$ cat src/rtl/button_debounce.sv
// Push-button debouncer with press/release/long-press pulse generation.
//
// The raw pin is normalised so that 1 means pressed, passed through a
// two-flop synchroniser, and then filtered by a four-state FSM that only
// accepts a level change after DEBOUNCE_CYCLES consecutive stable samples.
//
// Ports:
//   clk          system clock, all logic on the rising edge
//   rst          synchronous active-high reset
//   btn_in       raw asynchronous push-button pin
//   btn_level    debounced pressed level (1 = pressed)
//   btn_press    one-cycle pulse on an accepted press
//   btn_release  one-cycle pulse on an accepted release
//   btn_long     one-cycle pulse once a press has been held LONG_CYCLES
module button_debounce #(
  parameter int unsigned DEBOUNCE_CYCLES = 12000,
  parameter int unsigned LONG_CYCLES     = 12000000,
  parameter bit          ACTIVE_LOW      = 1'b1
) (
  input  logic clk,
  input  logic rst,
  input  logic btn_in,
  output logic btn_level,
  output logic btn_press,
  output logic btn_release,
  output logic btn_long
);

  // Counters are wide enough to hold their terminal value without wrapping.
  localparam int unsigned DW = (DEBOUNCE_CYCLES < 1) ? 1 : $clog2(DEBOUNCE_CYCLES + 1);
  localparam int unsigned HW = (LONG_CYCLES < 1) ? 1 : $clog2(LONG_CYCLES + 1);

  localparam logic [DW-1:0] DB_MAX   = DW'(DEBOUNCE_CYCLES);
  localparam logic [HW-1:0] HOLD_MAX = HW'(LONG_CYCLES);
  localparam bit            LONG_EN  = (LONG_CYCLES != 0);

  typedef enum logic [1:0] {
    RELEASED     = 2'd0,
    WAIT_PRESS   = 2'd1,
    PRESSED      = 2'd2,
    WAIT_RELEASE = 2'd3
  } state_t;

  state_t        state;
  logic          btn_meta;
  logic          btn_sync;
  logic [DW-1:0] stable_cnt;
  logic [HW-1:0] hold_cnt;

  logic btn_norm;
  logic hold_inc;
  logic hold_hit;

  // Normalise polarity so the rest of the logic always sees pressed = 1.
  assign btn_norm = ACTIVE_LOW ? ~btn_in : btn_in;

  // Hold counter advances until it saturates; the step that reaches the
  // limit is the only one that can raise btn_long for a given press.
  assign hold_inc = LONG_EN && (hold_cnt != HOLD_MAX);
  assign hold_hit = hold_inc && (hold_cnt == (HOLD_MAX - HW'(1)));

  // Synchroniser, debounce FSM, counters and registered outputs.
  always_ff @(posedge clk) begin
    if (rst) begin
      state       <= RELEASED;
      btn_meta    <= 1'b0;
      btn_sync    <= 1'b0;
      stable_cnt  <= '0;
      hold_cnt    <= '0;
      btn_level   <= 1'b0;
      btn_press   <= 1'b0;
      btn_release <= 1'b0;
      btn_long    <= 1'b0;
    end else begin
      btn_meta    <= btn_norm;
      btn_sync    <= btn_meta;
      btn_press   <= 1'b0;
      btn_release <= 1'b0;
      btn_long    <= 1'b0;

      case (state)
        RELEASED: begin
          btn_level <= 1'b0;
          if (btn_sync) begin
            state      <= WAIT_PRESS;
            stable_cnt <= DW'(1);
          end else begin
            stable_cnt <= '0;
          end
        end

        WAIT_PRESS: begin
          if (!btn_sync) begin
            state      <= RELEASED;
            stable_cnt <= '0;
          end else if (stable_cnt == DB_MAX) begin
            state      <= PRESSED;
            stable_cnt <= '0;
            hold_cnt   <= '0;
            btn_level  <= 1'b1;
            btn_press  <= 1'b1;
          end else begin
            stable_cnt <= stable_cnt + DW'(1);
          end
        end

        PRESSED: begin
          if (hold_inc) hold_cnt <= hold_cnt + HW'(1);
          btn_long <= hold_hit;
          if (!btn_sync) begin
            state      <= WAIT_RELEASE;
            stable_cnt <= DW'(1);
          end else begin
            stable_cnt <= '0;
          end
        end

        WAIT_RELEASE: begin
          if (hold_inc) hold_cnt <= hold_cnt + HW'(1);
          if (btn_sync) begin
            // Bounce back to pressed: no new press pulse, hold time preserved.
            state      <= PRESSED;
            stable_cnt <= '0;
            btn_long   <= hold_hit;
          end else if (stable_cnt == DB_MAX) begin
            // Release wins over a coincident long-press so pulses never overlap.
            state       <= RELEASED;
            stable_cnt  <= '0;
            btn_level   <= 1'b0;
            btn_release <= 1'b1;
          end else begin
            stable_cnt <= stable_cnt + DW'(1);
            btn_long   <= hold_hit;
          end
        end

        default: begin
          state      <= RELEASED;
          stable_cnt <= '0;
          btn_level  <= 1'b0;
        end
      endcase
    end
  end

endmodule

$ cat config.mk
export PLATFORM = sky130hd
export DESIGN_NAME = button_debounce
export DESIGN_NICKNAME = d
export VERILOG_FILES = /design/src/rtl/button_debounce.sv
export SDC_FILE = /design/constraint.sdc
export NUM_CORES = 1
export LEC_CHECK = 0
export ABC_AREA = 1
export BUFFER_PORTS_ARGS = -buffer_cell sky130_fd_sc_hd__buf_2
export CAP_MARGIN = 30
export CORE_MARGIN = 5
export CORE_UTILIZATION = 62
export CTS_BUF_LIST = sky130_fd_sc_hd__clkbuf_8
export DETAILED_ROUTE_END_ITERATION = 6
export PLACE_DENSITY = 0.79
export SYNTH_ARGS = -nofsm -noshare
export SYNTH_HDL_FRONTEND = slang
export SYNTH_SLANG_ARGS = --single-unit
export TNS_END_PERCENT = 30
$ cat constraint.sdc
create_clock -name clk -period 3.2 [get_ports clk]
set_input_delay 0.32 -clock clk [delete_from_list [all_inputs] [get_ports clk]]
set_output_delay 0.32 -clock clk [all_outputs]
set_load 0.005 [all_outputs]
==> results of run 1 <==
-- logic make-up (layout without fill, tap and decap cells) --
logic type                 count (synthesis)  after routing  share of synthesized area [%]
adders and majority gates                  9              9                           3.81
buffers and inverters                     53             56                           8.13
DFF                                       46             46                           31.2
and+or+nand+nor                          294            294                           43.5
AOI/OAI and AO/OA                         46             46                           9.87
xor gates and xnor gates                  12             12                           3.56
-- worst paths after layout --
path / startpoint / endpoint / slack (ns) / cells after the start
worst max-delay path: state[0] / hold_cnt[12] / 1.13 / 7
worst min-delay path: btn_in / btn_meta / 0.15 / 2
worst max register to register: state[0] / hold_cnt[12] / 1.13 / 7
worst min register to register: btn_meta / btn_sync / 0.41 / 2
-- power by group --
| group | internal [mW] | switching (mW) | leakage, nW | total (mW) |
|---|---|---|---|---|
| combinational | 0.0378 | 0.104 | 0.604 | 0.142 |
| sequential | 0.579 | 0.00861 | 0.371 | 0.588 |
| clock | 0.230 | 0.204 | 0.0556 | 0.434 |
| total | 0.847 | 0.316 | 1.03 | 1.16 |
-- per-stage QoR --
step           util [%]  power (mW)  cell area, um2
5_1_grt            66.3        1.22            3090
3_5_place_dp       63.9       0.742            2980
2_1_floorplan         -       0.734            2950
4_1_cts            66.3        1.17            3090
3_3_place_gp       63.9       0.741            2980
6_report           66.3        1.16            3090
-- area by class of cell --
cell class              count  share of cell area, %
flip-flops and latches     46                   29.8
multi-input cells         361                   58.1
repair buffers              8                   1.46
inverters                  40                   4.90
well taps                  54                   2.19
clock buffers               5                   2.23
clock inverters             3                   1.34
-- synthesized netlist by cell type, drive strengths merged --
cell	n	share of area [%]
nand2	144	20
nor2	88	12
dfxtp	46	31
inv	39	5.0
nand3	39	6.6
a21oi	33	7.0
ha	9	3.8
nand4	9	1.9
buf	7	2.2
xor2	7	2.1
clkbuf	6	0.76
o21ai	5	0.85
xnor2	5	1.5
nor3	4	0.68
nor3b	4	1.2
o21bai	3	0.76
or2	3	0.64
a31oi	2	0.42
a211oi	1	0.25
clkinv	1	0.17
nand3b	1	0.25
nor4	1	0.21
nor4b	1	0.30
o211a	1	0.34
o21a	1	0.25
-- critical path, stage by stage (launching register included) --
cell and delay, ns:
dfxtp_1 0.41, inv_1 0.13, ha_1 0.26, nor2_1 0.58, buf_4 0.33, nor2_1 0.08
nand3_1 0.08, a21oi_1 0.07
-- routing by layer --
layer / track usage [%] / share of wire [%] / vias up
met1: 28.7 / 47 / 1278
li1: - / - / 1464
met4: 7.22 / 1.3 / 0
met2: 41.0 / 48 / 53
met5: 0 / 0 / -
met3: 3.85 / 3.8 / 10
-- flip-flops by register name, summed over array words and instances (netlist names), named ones only --
name and flops:
btn_long 1, hold_cnt 24, btn_level 1, stable_cnt 14, btn_sync 1, state 1
btn_meta 1, btn_press 1, btn_release 1
==> results.toml, run 1 <==
[sta]
drv_slew = 0
layout_min_cycle_time_ns = 2.07
clock-skew-final_ns = 0.00987
max_freq_mhz = 482
min_period_over_period_pct = 64.8
setup_ws_ns = 1.13
setup_violations = 0
fin_setup_tns_ns = 0
rsz0062_at_grt = "false"
whs_ns = 0.154
final-hold-violation-count = 0
relSlewSlack_pct = 51.5
tightest_slew_ns = 0.725

[clock_tree]
clock_path_buffers = 2
hold_buffers = 0
clock-root-buffer = "clkbuf_8"
path_clk_slew_ns = 0.09
cts_max_level = 2
cts_sinks = 46
postCtsSetupBuffers = 0
postCtsResizedCells = 0
cts_tree = "done"
clk_latency_ns = 0.30
cts-buffers-inserted = 5

[routing]
first_iter_violations = 131
via_per_inst = 5.43
drt_pass1_iterations = 5
wirelength_um = 6450
drcViolationCount = 0
vias = 2805
wire_per_inst_um = 12.5
ant_nets = 0

[floorplan]
die_w_um = 79.0
die-area_um2 = 6240
die_height_um = 79.0
start_util_pct = 63.4
rows = 25
ios = 7
coreArea_um2 = 4660

[logic_synthesis]
synth_area_per_cell_um2 = 6.42
synth.net_count = 472
mappedNetlistArea_um2 = 2950
synth_cell_types = 34
ys_seq_area_share_pct = 31.2
yosysWarnings = 0
synth_cells = 460
synth-seq-cells = 46

[critical_path]
arrival_ns = 2.26
cp_max_fo = 14
cp.required_ns = 3.38
critPathKind = "flip-flop to flip-flop"
cp-start-kind = "flip-flop"
end_kind = "flip-flop"

[final_layout]
multiInputGateArea_um2 = 1790
layout_common_cells = "nand2_1, nor2_1, dfxtp_1"
drive_gt1_share_pct = 11.7
insertedDiodeCount = 0
regArea_um2 = 921
stdcell_count = 517
nets = 474
final_common_cell = "nand2_1"
areaGrowthSynthToFinish_pct = 4.53
fillers = 457

[worst_hold_path]
min_path_type = "input port to flip-flop"

[place]
dp_hpwl_um = 4710
io_buffers = 6
gp_congestion = 0.941
place_ws_ns = 1.14
dp.cells = 509

[flow_run]
cap_viol_max_count = 0

[grt]
antenna_found_initial = 0
grt_max_degree = 29
grt-ovfl-total = 0
grt_pass1_vias = 2759
grt_usage_pct = 23.2
grt_pass1_wl_um = 11900

[power]
vdd_drop_max_mv = 0.202
p_leak_nw = 1.03
power_density_nw_per_um2 = 377

[run_status]
status = "finished, final reports clean"
(Power assumes the default switching activity.)
==> inputs of run 2 (changes only) <==
--- a/config.mk
+++ b/config.mk
@@ -5,14 +5,14 @@
 export SDC_FILE = /design/constraint.sdc
 export NUM_CORES = 1
 export LEC_CHECK = 0
-export ABC_AREA = 1
+export ABC_AREA = 0
 export BUFFER_PORTS_ARGS = -buffer_cell sky130_fd_sc_hd__buf_2
 export CAP_MARGIN = 30
 export CORE_MARGIN = 5
-export CORE_UTILIZATION = 62
+export CORE_UTILIZATION = 58
 export CTS_BUF_LIST = sky130_fd_sc_hd__clkbuf_8
 export DETAILED_ROUTE_END_ITERATION = 6
-export PLACE_DENSITY = 0.79
+export PLACE_DENSITY = 0.78
 export SYNTH_ARGS = -nofsm -noshare
 export SYNTH_HDL_FRONTEND = slang
 export SYNTH_SLANG_ARGS = --single-unit
==> constraint.sdc (replaced) <==
create_clock -name clk -period 1.79 [get_ports clk]
set_input_delay 0.179 -clock clk [delete_from_list [all_inputs] [get_ports clk]]
set_output_delay 0.179 -clock clk [all_outputs]
set_load 0.005 [all_outputs]
==> results.toml, run 2 <==
[clock_tree]
clock_path_buffers = 2
cts_sinks = 46
cts-buffers-inserted = 5
path_clk_slew_ns = 0.08
clk_latency_ns = 0.30
cts_max_level = 2
clock-root-buffer = "clkbuf_8"
cts_tree = "done"

[grt]
grt_max_degree = 14
antenna_found_initial = 0
grt-ovfl-total = 0
grt_pass1_wl_um = 9700
grt_pass1_vias = 2152
grt_usage_pct = 23.1

[run_status]
violations = "negative setup slack"
status = "finished, violations left"

[routing]
drcViolationCount = 0
ant_nets = 0
first_iter_violations = 194
via_per_inst = 5.76
vias = 2329
wirelength_um = 6260
wire_per_inst_um = 15.5
drt_pass1_iterations = 4

[floorplan]
rows = 23
coreArea_um2 = 3970
die_height_um = 73.7
die-area_um2 = 5430
die_w_um = 73.7
start_util_pct = 59.3
ios = 7

[sta]
layout_min_cycle_time_ns = 2.05
min_period_over_period_pct = 114
rsz0062_at_grt = "true"
relSlewSlack_pct = 64.5
setup_ws_ns = -0.255
clock-skew-final_ns = 0.0113
max_freq_mhz = 489
fin_setup_tns_ns = -3.16
tightest_slew_ns = 0.532
drv_slew = 0
setup_violations = 24
final-hold-violation-count = 0

[final_layout]
insertedDiodeCount = 0
fillers = 222
drive_gt1_share_pct = 35.0
top_register = "hold_cnt"
nets = 365
reg_top3 = "hold_cnt: 24 flops, stable_cnt: 14 flops"
stdcell_area_um2 = 3240
areaGrowthSynthToFinish_pct = 37.6
largest_reg_flops = 24
final_util_pct = 81.6
layout_common_cells = "buf_4, dfxtp_1, nor2_1"
final_common_cell = "buf_4"

[logic_synthesis]
ys_seq_area_share_pct = 39.1
synth_cells = 283
synth_compound_area_share_pct = 12.1
synth_area_per_cell_um2 = 8.32
synth.net_count = 295
synth.area.top_cells = "dfxtp_1, nand3_1, nor2_1"
ys_async_sr_fraction_pct = 0
ys.flop_type = "dfxtp_1"
synth_cell_types = 39
muxShareOfSynthArea_pct = 0.425
mappedNetlistArea_um2 = 2350
synth-seq-cells = 46
yosysWarnings = 0
yosys.area_share.simple_pct = 30.8
post-synth-top-count-cell = "dfxtp_1"
yosysTopAreaCell = "dfxtp_1"
synth_top_area_share_pct = 39.1
synthTopCellsByCount = "dfxtp_1, nor2_1, nand3_1"
synthAdderAreaFrac_pct = 4.78
synth_top_family_by_area = "simple AND/OR/NAND/NOR gates"
synth-xor-area-share_pct = 7.81
synth-edff-count = 0

[flow_run]
cap_viol_max_count = 0

[power]
p_leak_nw = 1.15
total_power_mw = 2.53
power_density_nw_per_um2 = 781
vdd_drop_max_mv = 0.789

[critical_path]
critPathKind = "flip-flop to flip-flop"
arrival_ns = 2.27
cp-start-kind = "flip-flop"
end_kind = "flip-flop"
cp_max_fo = 6
cp.required_ns = 2.02

[place]
dp_hpwl_um = 3960
gp_congestion = 0.869
io_buffers = 6
placed_cell_area_um2 = 2890

[worst_hold_path]
min_path_type = "input port to flip-flop"
## run 2: layout make-up
type | instances | area [um2] | share of cell area (%)
clock buffers | 5 | 68.8 | 2.12
inverters | 13 | 48.8 | 1.51
flip-flops and latches | 46 | 925 | 28.5
multi-input cells | 213 | 1530 | 47.3
repair buffers | 74 | 564 | 17.4
clock inverters | 3 | 37.5 | 1.16
well taps | 50 | 62.6 | 1.93
## run 2: worst max-delay path, cell delays in order (launching register included)
cell,delay [ns]
dfxtp_2,0.33
inv_2,0.07
ha_4,0.13
nor3b_4,0.21
a41oi_2,0.19
buf_4,0.18
or3_4,0.40
or3_1,0.33
a21oi_1,0.14
## run 2: repair_timing
item                                    4_1_cts  5_1_grt
hold buffers                                  0        0
resized for setup                            13       31
cloned                                        1        0
endpoints found under the setup margin       24       34
setup buffers                                 4        1
pin swaps                                     8       14
## run 2: cells by family after synthesis
| logic type | after synthesis |
|---|---|
| AO/OA/AOI/OAI | 45 |
| XOR/XNOR | 21 |
| adder cells (fa/ha/maj) | 9 |
| buffers and inverters | 25 |
| flip-flops | 46 |
| multiplexers | 1 |
| AND/OR/NAND/NOR | 136 |
## run 2: per-layer routing
metal | up-vias | wire length, um | GRT usage [%]
li1 | 1158 | - | -
met1 | 1102 | 2770 | 29.9
met2 | 49 | 3080 | 37.2
met3 | 20 | 233 | 4.38
met4 | 0 | 175 | 9.66
met5 | - | 0 | 0
## run 2: power by group
part / internal, mW / switching, mW
Clock: 0.407 / 0.346
Sequential: 1.05 / 0.0211
Combinational: 0.309 / 0.401
## run 2: path summary, 6_finish.rpt
| check | start | end | slack [ns] | cells past startpoint |
|---|---|---|---|---|
| setup / recovery | stable_cnt[0] | hold_cnt[16] | -0.26 | 8 |
| hold / removal | btn_in | btn_meta | 0.02 | 2 |
| setup reg to reg | stable_cnt[0] | hold_cnt[16] | -0.26 | 8 |
| hold reg to reg | btn_meta | btn_sync | 0.46 | 1 |
## run 2: stage by stage
step	setup WS (ns)	hold slack (ns)	cells
2_1_floorplan	-0.0435	0.246	283
3_3_place_gp	-0.249	0.331	390
3_5_place_dp	-0.294	0.334	390
4_1_cts	-0.192	0.0153	403
5_1_grt	-0.349	0.0147	404
6_report	-0.255	0.0246	404
